[src/rtl/matrix_win_ctrl.sv]
// Line-buffer sequencer for a 3x3 window generator: two chained line FIFOs form a
// two-line delay, interior windows are flagged, and both FIFOs are drained per frame.
module matrix_win_ctrl #(
  parameter logic [10:0] IMG_WIDTH  = 11'd640,
  parameter logic [10:0] IMG_HEIGHT = 11'd480
) (
  input  logic        video_clk,
  input  logic        rst_n,
  input  logic        video_vs,
  input  logic        video_de,
  output logic        fifo0_wr_en,
  output logic        fifo0_rd_en,
  output logic        fifo1_wr_en,
  output logic        fifo1_rd_en,
  output logic [10:0] col_cnt,
  output logic [10:0] row_cnt,
  output logic        win_de,
  output logic        frame_done,
  output logic        busy,
  output logic        de_err
);

  typedef enum logic [1:0] {IDLE, ACTIVE, FLUSH} state_t;

  state_t      state, state_nxt;
  logic        vs_d;
  logic        pend_start;
  logic        aborted;
  logic [10:0] fill0, fill1;
  logic        vs_edge, accept, abort, last_pix, drained, flush_exit;

  assign vs_edge    = video_vs & ~vs_d;
  assign accept     = (state == ACTIVE) && video_de;
  assign abort      = (state == ACTIVE) && vs_edge;
  assign last_pix   = (col_cnt == IMG_WIDTH - 11'd1) && (row_cnt == IMG_HEIGHT - 11'd1);
  // Drained means this cycle's reads empty both line buffers (or they already are).
  assign drained    = ((fill0 - {10'd0, fifo0_rd_en}) == '0) &&
                      ((fill1 - {10'd0, fifo1_rd_en}) == '0);
  assign flush_exit = (state == FLUSH) && drained;

  always_ff @(posedge video_clk) begin
    if (!rst_n) state <= IDLE;
    else        state <= state_nxt;
  end

  always_comb begin
    state_nxt = state;
    case (state)
      IDLE:    if (vs_edge) state_nxt = ACTIVE;
      ACTIVE:  if (vs_edge || (accept && last_pix)) state_nxt = FLUSH;
      FLUSH:   if (drained) state_nxt = (pend_start || vs_edge) ? ACTIVE : IDLE;
      default: state_nxt = IDLE;
    endcase
  end

  always_comb begin
    fifo0_wr_en = 1'b0;
    fifo0_rd_en = 1'b0;
    fifo1_wr_en = 1'b0;
    fifo1_rd_en = 1'b0;
    if (rst_n) begin
      case (state)
        ACTIVE: if (accept) begin
          fifo0_wr_en = 1'b1;
          fifo0_rd_en = (row_cnt >= 11'd1);
          fifo1_wr_en = (row_cnt >= 11'd1);
          fifo1_rd_en = (row_cnt >= 11'd2);
        end
        FLUSH: begin
          fifo0_rd_en = (fill0 != '0);
          fifo1_rd_en = (fill1 != '0);
        end
        default: ;
      endcase
    end
  end

  always_ff @(posedge video_clk) begin
    if (!rst_n) begin
      vs_d       <= 1'b0;
      fill0      <= '0;
      fill1      <= '0;
      col_cnt    <= '0;
      row_cnt    <= '0;
      pend_start <= 1'b0;
      aborted    <= 1'b0;
      win_de     <= 1'b0;
      frame_done <= 1'b0;
      busy       <= 1'b0;
      de_err     <= 1'b0;
    end else begin
      vs_d  <= video_vs;
      fill0 <= fill0 + {10'd0, fifo0_wr_en} - {10'd0, fifo0_rd_en};
      fill1 <= fill1 + {10'd0, fifo1_wr_en} - {10'd0, fifo1_rd_en};

      if (abort) begin
        col_cnt <= '0;
        row_cnt <= '0;
      end else if (accept) begin
        if (col_cnt == IMG_WIDTH - 11'd1) begin
          col_cnt <= '0;
          row_cnt <= (row_cnt == IMG_HEIGHT - 11'd1) ? '0 : row_cnt + 11'd1;
        end else begin
          col_cnt <= col_cnt + 11'd1;
        end
      end

      if (state != ACTIVE && state_nxt == ACTIVE) pend_start <= 1'b0;
      else if (vs_edge && state != IDLE)          pend_start <= 1'b1;

      if (abort)           aborted <= 1'b1;
      else if (flush_exit) aborted <= 1'b0;

      frame_done <= flush_exit && !aborted;
      win_de     <= accept && (row_cnt >= 11'd2) && (col_cnt >= 11'd2);
      busy       <= (state_nxt != IDLE);

      if (vs_edge)                           de_err <= 1'b0;
      else if (video_de && state != ACTIVE)  de_err <= 1'b1;
    end
  end

endmodule

[config.mk]
export PLATFORM = sky130hd
export DESIGN_NAME = matrix_win_ctrl
export DESIGN_NICKNAME = d
export VERILOG_FILES = /design/src/rtl/matrix_win_ctrl.sv
export SDC_FILE = /design/constraint.sdc
export NUM_CORES = 1
export LEC_CHECK = 0
export BUFFER_PORTS_ARGS = -buffer_cell sky130_fd_sc_hd__buf_2
export CAP_MARGIN = 20
export CORE_MARGIN = 5
export CORE_UTILIZATION = 30
export DETAILED_ROUTE_END_ITERATION = 10
export SYNTH_ARGS = -nofsm -noshare
export SYNTH_HDL_FRONTEND = slang
export SYNTH_SLANG_ARGS = --single-unit
[constraint.sdc]
create_clock -name video_clk -period 3.4 [get_ports video_clk]
set_input_delay 0.51 -clock video_clk [delete_from_list [all_inputs] [get_ports video_clk]]
set_output_delay 0.51 -clock video_clk [all_outputs]
set_load 0.05 [all_outputs]
==> results of run 1 <==
## stage by stage
| stage | TNS (ps) | util |
|---|---|---|
| floorplan | 0 | - |
| global placement | 0 | 0.3671 |
| detailed placement | -289.5 | 0.3671 |
| CTS | 0 | 0.3807 |
| global route | -724.4 | 0.3997 |
| finish | 0 | 0.3997 |
## sequential cells by signal, indices dropped and copies added (netlist names)
signal,flops
busy,1
frame_done,1
vs_d,1
row_cnt,11
fill0,11
state,2
de_err,1
win_de,1
aborted,1
fill1,11
col_cnt,11
pend_start,1
## cell usage after synthesis, drive strengths merged (7+ instances only)
cell type	count	area (µm²)
dfxtp	53	1061
xor2	23	201.4
a21oi	21	105.1
nand2	23	86.33
nor2b	7	43.79
o21ai	12	60.05
nor2	36	135.1
ha	58	725.7
nand2b	10	62.56
nand3	16	80.08
o21bai	8	60.06
and2	21	131.4
inv	47	176.4
nand4	14	102.6
xnor2	18	157.7
## per-layer routing
metal  GRT usage  vias up  share of wire
met1      0.1639     1586           0.47
met2      0.2164       58           0.47
met4     0.03253        0          0.013
met3     0.03477       12          0.048
met5           0        -              0
li1            -     1722              -
## report_power, final
part	leakage (nW)	internal (mW)	switching [mW]
Clock	0.0671	0.276	0.256
Sequential	0.439	0.702	0.0567
Combinational	1.73	0.926	0.936
## cells by family after synthesis
| family | synth area share |
|---|---|
| buffers and inverters | 0.05268 |
| AO/OA/AOI/OAI | 0.1418 |
| XOR/XNOR | 0.09333 |
| AND/OR/NAND/NOR | 0.2322 |
| flip-flops | 0.2758 |
| multiplexers | 0.005203 |
| adder cells (fa/ha/maj) | 0.1990 |
## area by class of cell
type | count | area (µm²) | share of cell area
clock buffers | 6 | 128.9 | 0.02555
clock inverters | 2 | 16.27 | 0.003225
inverters | 47 | 180.2 | 0.03572
multi-input cells | 345 | 2855 | 0.5661
flip-flops and latches | 53 | 1085 | 0.2151
well taps | 172 | 215.2 | 0.04267
repair buffers | 86 | 563.0 | 0.1116
## path summary, 6_finish.rpt
kind	startpoint	to	slack [ps]	cells past startpoint
worst min register to register	de_err	de_err	490	2
worst max-delay path	row_cnt[5]	pend_start	90	16
worst max register to register	row_cnt[5]	pend_start	90	16
worst min-delay path	video_vs	vs_d	450	2
## repair_timing
item                                    CTS  global route
gates resized for setup                   4            47
pin swaps                                 3            27
buffers inserted                          0             6
endpoints found under the setup margin    5            11
==> reports/results.ini, run 1 <==
[floorplanning]
die_x_um=123.2
rows=41
ioPinCount=34
core_mm2=0.01262
initial_core_util=0.3049
die-height_um=123.2
die_area_mm2=0.01519

[cells_and_area]
layout_common_cells=53 x buf_4, 51 x ha_1, 46 x inv_1
synthToLayoutAreaGrowth_pct=31.09
final_common_cell=buf_4
nets=602
diodes=0
fin_area_mm2=0.005044
finalNonFillerCells=711
fill_cells=1321
drive_gt1_frac=0.2839

[outcome]
outcome=finished clean

[run]
max_cap_viol_count=0

[timing]
hold_viol_final=0
finalMaxSlewViolations=0
relSlewSlack=0.7172
finalWorstSetupSlack_ps=85.70
worst_pin_slew_ps=420.3
period_share=0.9748
rsz0062_at_grt=true
finalSetupViolCount=0
fmax_mhz=301.7
worst_hold_slack_ps=450.1
finClkSkew_ps=2.983
fin_crit_ps=3314

[global_route]
grt_pass1_vias=3472
grt_overflow=0
antenna_found_initial=0
grt_usage=0.1289
grt_max_degree=19
grt_pass1_wl_um=16070

[cts]
clkSinkCount=53
numCtsBuffers=5
root_buffer=clkbuf_16
cts_tree=done
htree_num_levels=2
clockBufferDepth=2
hold_buffers=0
clock_latency_ps=290
clkTransAtPathRegs_ps=70

[yosys]
ys_warn_count=0
synth_edf_count=0
syn_nets=515
ys_ff_latch=53
ys_async_sr_fraction=0
syn_inst=451
synthDistinctLibCells=55
syn-cell-area_mm2=0.003847
ys.flop_type=dfxtp_1
syn_avg_cell_area_um2=8.531
seq_area_frac_synth=0.2758

[power]
power_mw=3.153
vdd_drop_max_v=0.0002703
power.density_mw_per_mm2=625.2
leakage_nw=2.234

[worst_setup_path]
worstSetupPathType=register to register
cp.required_ps=3570
worst-path-buf-inv=1
path_delay_family=simple AND/OR/NAND/NOR gates
slowest_stage=or3_4
worst_path_most_repeated_cell=ha_4
crit_chain=nor3_4, nand4_1, or3_4, nand2_4, a21oi_4, ha_4, ha_4, nor2b_4, o211ai_1, a32oi_1, o2111ai_2, nor4b_4, buf_4, a32oi_2, nand2b_4, a41oi_2
cp_data_arrival_time_ps=3490
cp_max_fo=4
max_stage_delay_ps=420
cp-start-kind=register
critPathCaptureType=register

[route]
ant_nets=0
route.detailed.drc=0
wire_per_inst_um=13.58
vias=3378
drt_first_pass_iters=4
drt-total-wl_um=9655
post_drt_via_cell_ratio=4.751
drtIter0Drc=113

[place]
post-place-ws_ps=-93.84
place_area_mm2=0.004633
dp_hpwl_um=7353
dp.cells=697
port-buffer-count=33
globalplace.congestion=0.7936

[worst_hold_path]
hold_path_class=primary input to register

(Power assumes the default switching activity.)
==> run 2, diff against run 1 <==
--- a/config.mk
+++ b/config.mk
@@ -5,8 +5,10 @@
 export SDC_FILE = /design/constraint.sdc
 export NUM_CORES = 1
 export LEC_CHECK = 0
+export ABC_AREA = 1
 export BUFFER_PORTS_ARGS = -buffer_cell sky130_fd_sc_hd__buf_2
 export CAP_MARGIN = 20
+export CORE_ASPECT_RATIO = 0.75
 export CORE_MARGIN = 5
 export CORE_UTILIZATION = 30
 export DETAILED_ROUTE_END_ITERATION = 10
==> reports/results.ini, run 2 <==
[cells_and_area]
layout_common_cells=130 x nand2_1, 107 x inv_1, 61 x nor2_1  ; was 53 x buf_4, 51 x ha_1, 46 x inv_1
diodes=0  ; unchanged
synthToLayoutAreaGrowth_pct=20.01  ; was 31.09%
nets=756  ; was 602
final_common_cell=nand2_1  ; was buf_4
drive_gt1_frac=0.1688  ; was 0.2839

[route]
route.detailed.drc=0  ; unchanged
wire_per_inst_um=12.84  ; was 13.58 µm
ant_nets=0  ; unchanged
post_drt_via_cell_ratio=4.683  ; was 4.751
vias=4065  ; was 3378
drtIter0Drc=334  ; was 113
drt-total-wl_um=11140  ; was 9655 µm
drt_first_pass_iters=5  ; was 4

[power]
vdd_drop_max_v=0.0002201  ; was 0.0002703 V
leakage_nw=2.479  ; was 2.234 nW
power.density_mw_per_mm2=634.0  ; was 625.2 mW/mm²

[place]
dp_hpwl_um=8883  ; was 7353 µm
post-place-ws_ps=-36.27  ; was -93.84 ps
port-buffer-count=33  ; unchanged
globalplace.congestion=0.8563  ; was 0.7936

[yosys]
synth_commonest_cells=130 x nand2_1, 110 x inv_1, 64 x nor2_1  ; was 58 x ha_1, 53 x dfxtp_1, 47 x inv_1
synth_xor_area_frac=0.02078  ; was 0.09333
synth_edf_count=0  ; unchanged
synth_top_family_by_area=simple AND/OR/NAND/NOR gates  ; unchanged
synthMuxAreaShare=0  ; was 0.005203
ys_top_cells_by_area=dfxtp_1 25%, ha_1 17%, nand2_1 12%  ; was dfxtp_1 28%, ha_1 19%, xor2_1 5.2%
ys.flop_type=dfxtp_1  ; unchanged
syn_avg_cell_area_um2=6.678  ; was 8.531 µm²
ys_async_sr_fraction=0  ; unchanged
synth.top_cell.area_share=0.2518  ; was 0.2758
synth_adder_area_share=0.1817  ; was 0.1990
syn-cell-area_mm2=0.004214  ; was 0.003847 mm²
synthSimpleGateAreaFrac=0.3070  ; was 0.2322
syn_nets=695  ; was 515
seq_area_frac_synth=0.2518  ; was 0.2758
yosysMostFrequentCell=nand2_1  ; was ha_1
synthDistinctLibCells=38  ; was 55
syn_inst=631  ; was 451
synth.largest_area_cell=dfxtp_1  ; unchanged
synth_compound_area_frac=0.1351  ; was 0.1418
ys_warn_count=0  ; unchanged
ys_ff_latch=53  ; unchanged

[worst_setup_path]
rr_startpoint=fill0[4]  ; was row_cnt[5]
worstSetupStartpoint=fill0[4]  ; was row_cnt[5]
cp.depth=23  ; was 16
cp.required_ps=3590  ; was 3570 ps
slowest_stage=dfxtp_1  ; was or3_4
cp-endpoint=busy  ; was pend_start
worst-path-buf-inv=2  ; was 1
reg2reg_slack_ps=260  ; was 90 ps
path_delay_family=simple AND/OR/NAND/NOR gates  ; unchanged
worstSetupPathType=register to register  ; unchanged
cp_max_fo=4  ; unchanged
max_stage_delay_ps=330  ; was 420 ps
worst_path_most_repeated_cell=nand2_1  ; was ha_4
worstReg2RegEnd=busy  ; was pend_start
cp-start-kind=register  ; unchanged
crit_chain=inv_1, ha_2, nand2_1, nor3_2, nand4_1, a22oi_2, nor3_4, ha_1, ha_1, inv_2, nand2_1, nand2_1, nand2_1, nand2_1, nand2_1, nand2_1, nand3_1, nor2_1, nand3_1, nand2_1, nand2_1, o21ai_1, nand2_1  ; was nor3_4, nand4_1, or3_4, nand2_4, a21oi_4, ha_4, ha_4, nor2b_4, o211ai_1, a32oi_1, o2111ai_2, nor4b_4, buf_4, a32oi_2, nand2b_4, a41oi_2
critPathCaptureType=register  ; unchanged
cp_data_arrival_time_ps=3330  ; was 3490 ps
reg2reg_depth=23  ; was 16

[cts]
clkSinkCount=53  ; unchanged
htree_num_levels=2  ; unchanged
root_buffer=clkbuf_16  ; unchanged
numCtsBuffers=5  ; unchanged
clkTransAtPathRegs_ps=80  ; was 70 ps
clockBufferDepth=2  ; unchanged
clock_latency_ps=300  ; was 290 ps
cts_tree=done  ; unchanged

[timing]
period_share=0.9226  ; was 0.9748
relSlewSlack=0.5677  ; was 0.7172
fin_crit_ps=3137  ; was 3314 ps
finalWorstSetupSlack_ps=263.2  ; was 85.70 ps
finalMaxSlewViolations=0  ; unchanged
fin_setup_tns_ps=0  ; unchanged
worst_pin_slew_ps=642.5  ; was 420.3 ps
hold_viol_final=0  ; unchanged
finalSetupViolCount=0  ; unchanged
fmax_mhz=318.8  ; was 301.7 MHz
finClkSkew_ps=7.361  ; was 2.983 ps

[global_route]
grt_max_degree=23  ; was 19
grt_pass1_wl_um=18620  ; was 16070 µm
grt_usage=0.1341  ; was 0.1289
antenna_found_initial=0  ; unchanged
grt_pass1_vias=3704  ; was 3472
grt_overflow=0  ; unchanged

[floorplanning]
die-height_um=112.6  ; was 123.2 µm
rows=37  ; was 41
die_x_um=146.9  ; was 123.2 µm
initial_core_util=0.3065  ; was 0.3049
core_mm2=0.01375  ; was 0.01262 mm²
die_area_mm2=0.01654  ; was 0.01519 mm²
ioPinCount=34  ; unchanged

[outcome]
outcome=finished clean  ; unchanged

[run]
max_cap_viol_count=0  ; unchanged

[worst_hold_path]
hold_path_class=primary input to register  ; unchanged

## run 2: changes by cell type in the layout (fill, tap and decap cells not counted), sizes merged, moves of 10 or more
cell | previous run | this run
nor2 | 36 | 67
and2 | 21 | 0
buf | 86 | 57
inv | 46 | 114
nand2b | 10 | 0
nand3 | 16 | 43
a21oi | 21 | 44
xnor2 | 18 | 6
xor2 | 23 | 4
o21ai | 12 | 38
nor3 | 6 | 19
nand2 | 23 | 134
## run 2: where the power goes
| group | leakage, nW | internal (mW) | switching [mW] |
|---|---|---|---|
| registers | 0.440 | 0.710 | 0.0762 |
| clock network | 0.0763 | 0.284 | 0.274 |
| logic | 1.96 | 0.664 | 1.20 |
| total | 2.48 | 1.66 | 1.55 |
## run 2: repair_timing
item,in CTS,in global routing
setup buffers,0,1
resized for setup,1,28
setup endpoints to repair,1,11
hold buffers,0,0
pin swaps,0,9
## run 2: layout make-up
class | count | area, µm²
flip-flops and latches | 53 | 1087
clock buffers | 5 | 125.1
inverters | 112 | 425.4
well taps | 175 | 219.0
repair buffers | 57 | 345.3
clock inverters | 3 | 28.78
multi-input cells | 463 | 2826
fillers | 1457 | 8692
## run 2: worst min-delay path by stage
| stage | startpoint | to | slack (ps) | cells after the start |
|---|---|---|---|---|
| 3_5_place_dp | aborted | aborted | 480 | 2 |
| 6_report | video_vs | vs_d | 400 | 3 |
| 4_1_cts | video_vs | vs_d | 400 | 3 |
| 5_1_grt | video_vs | vs_d | 400 | 3 |
| 2_1_floorplan | aborted | aborted | 450 | 2 |
| 3_3_place_gp | aborted | aborted | 460 | 2 |
## run 2: metal layers
layer / wire length [µm] / up-vias / track usage
met2: 4191 / 91 / 0.1743
met5: 0 / - / 0
met4: 62 / 0 / 0.01880
li1: - / 2178 / -
met3: 545 / 7 / 0.02583
met1: 6345 / 1789 / 0.2236
## run 2: worst min-delay path, stage by stage
cell and delay (ps):
buf_2 90, nand2_1 50, inv_1 40
## run 2: metrics by stage
step	util	power [mW]	hold slack [ps]	std cells	area (µm²)
final	0.3678	3.207	403.5	868	5057
after global routing	0.3678	3.528	398.5	868	5057
after CTS	0.3612	3.151	398.9	867	4966
after detailed placement	0.3500	2.574	482.9	859	4812
after global placement	0.3500	2.584	464.9	859	4812
after floorplan	-	2.109	453.0	631	4267
## run 2: kinds of logic after synthesis
| logic type | Yosys count |
|---|---|
| and+or+nand+nor | 290 |
| DFF | 53 |
| buffers and inverters | 115 |
| xor gates and xnor gates | 10 |
| adders and majority gates | 60 |
| AOI/OAI and AO/OA | 103 |
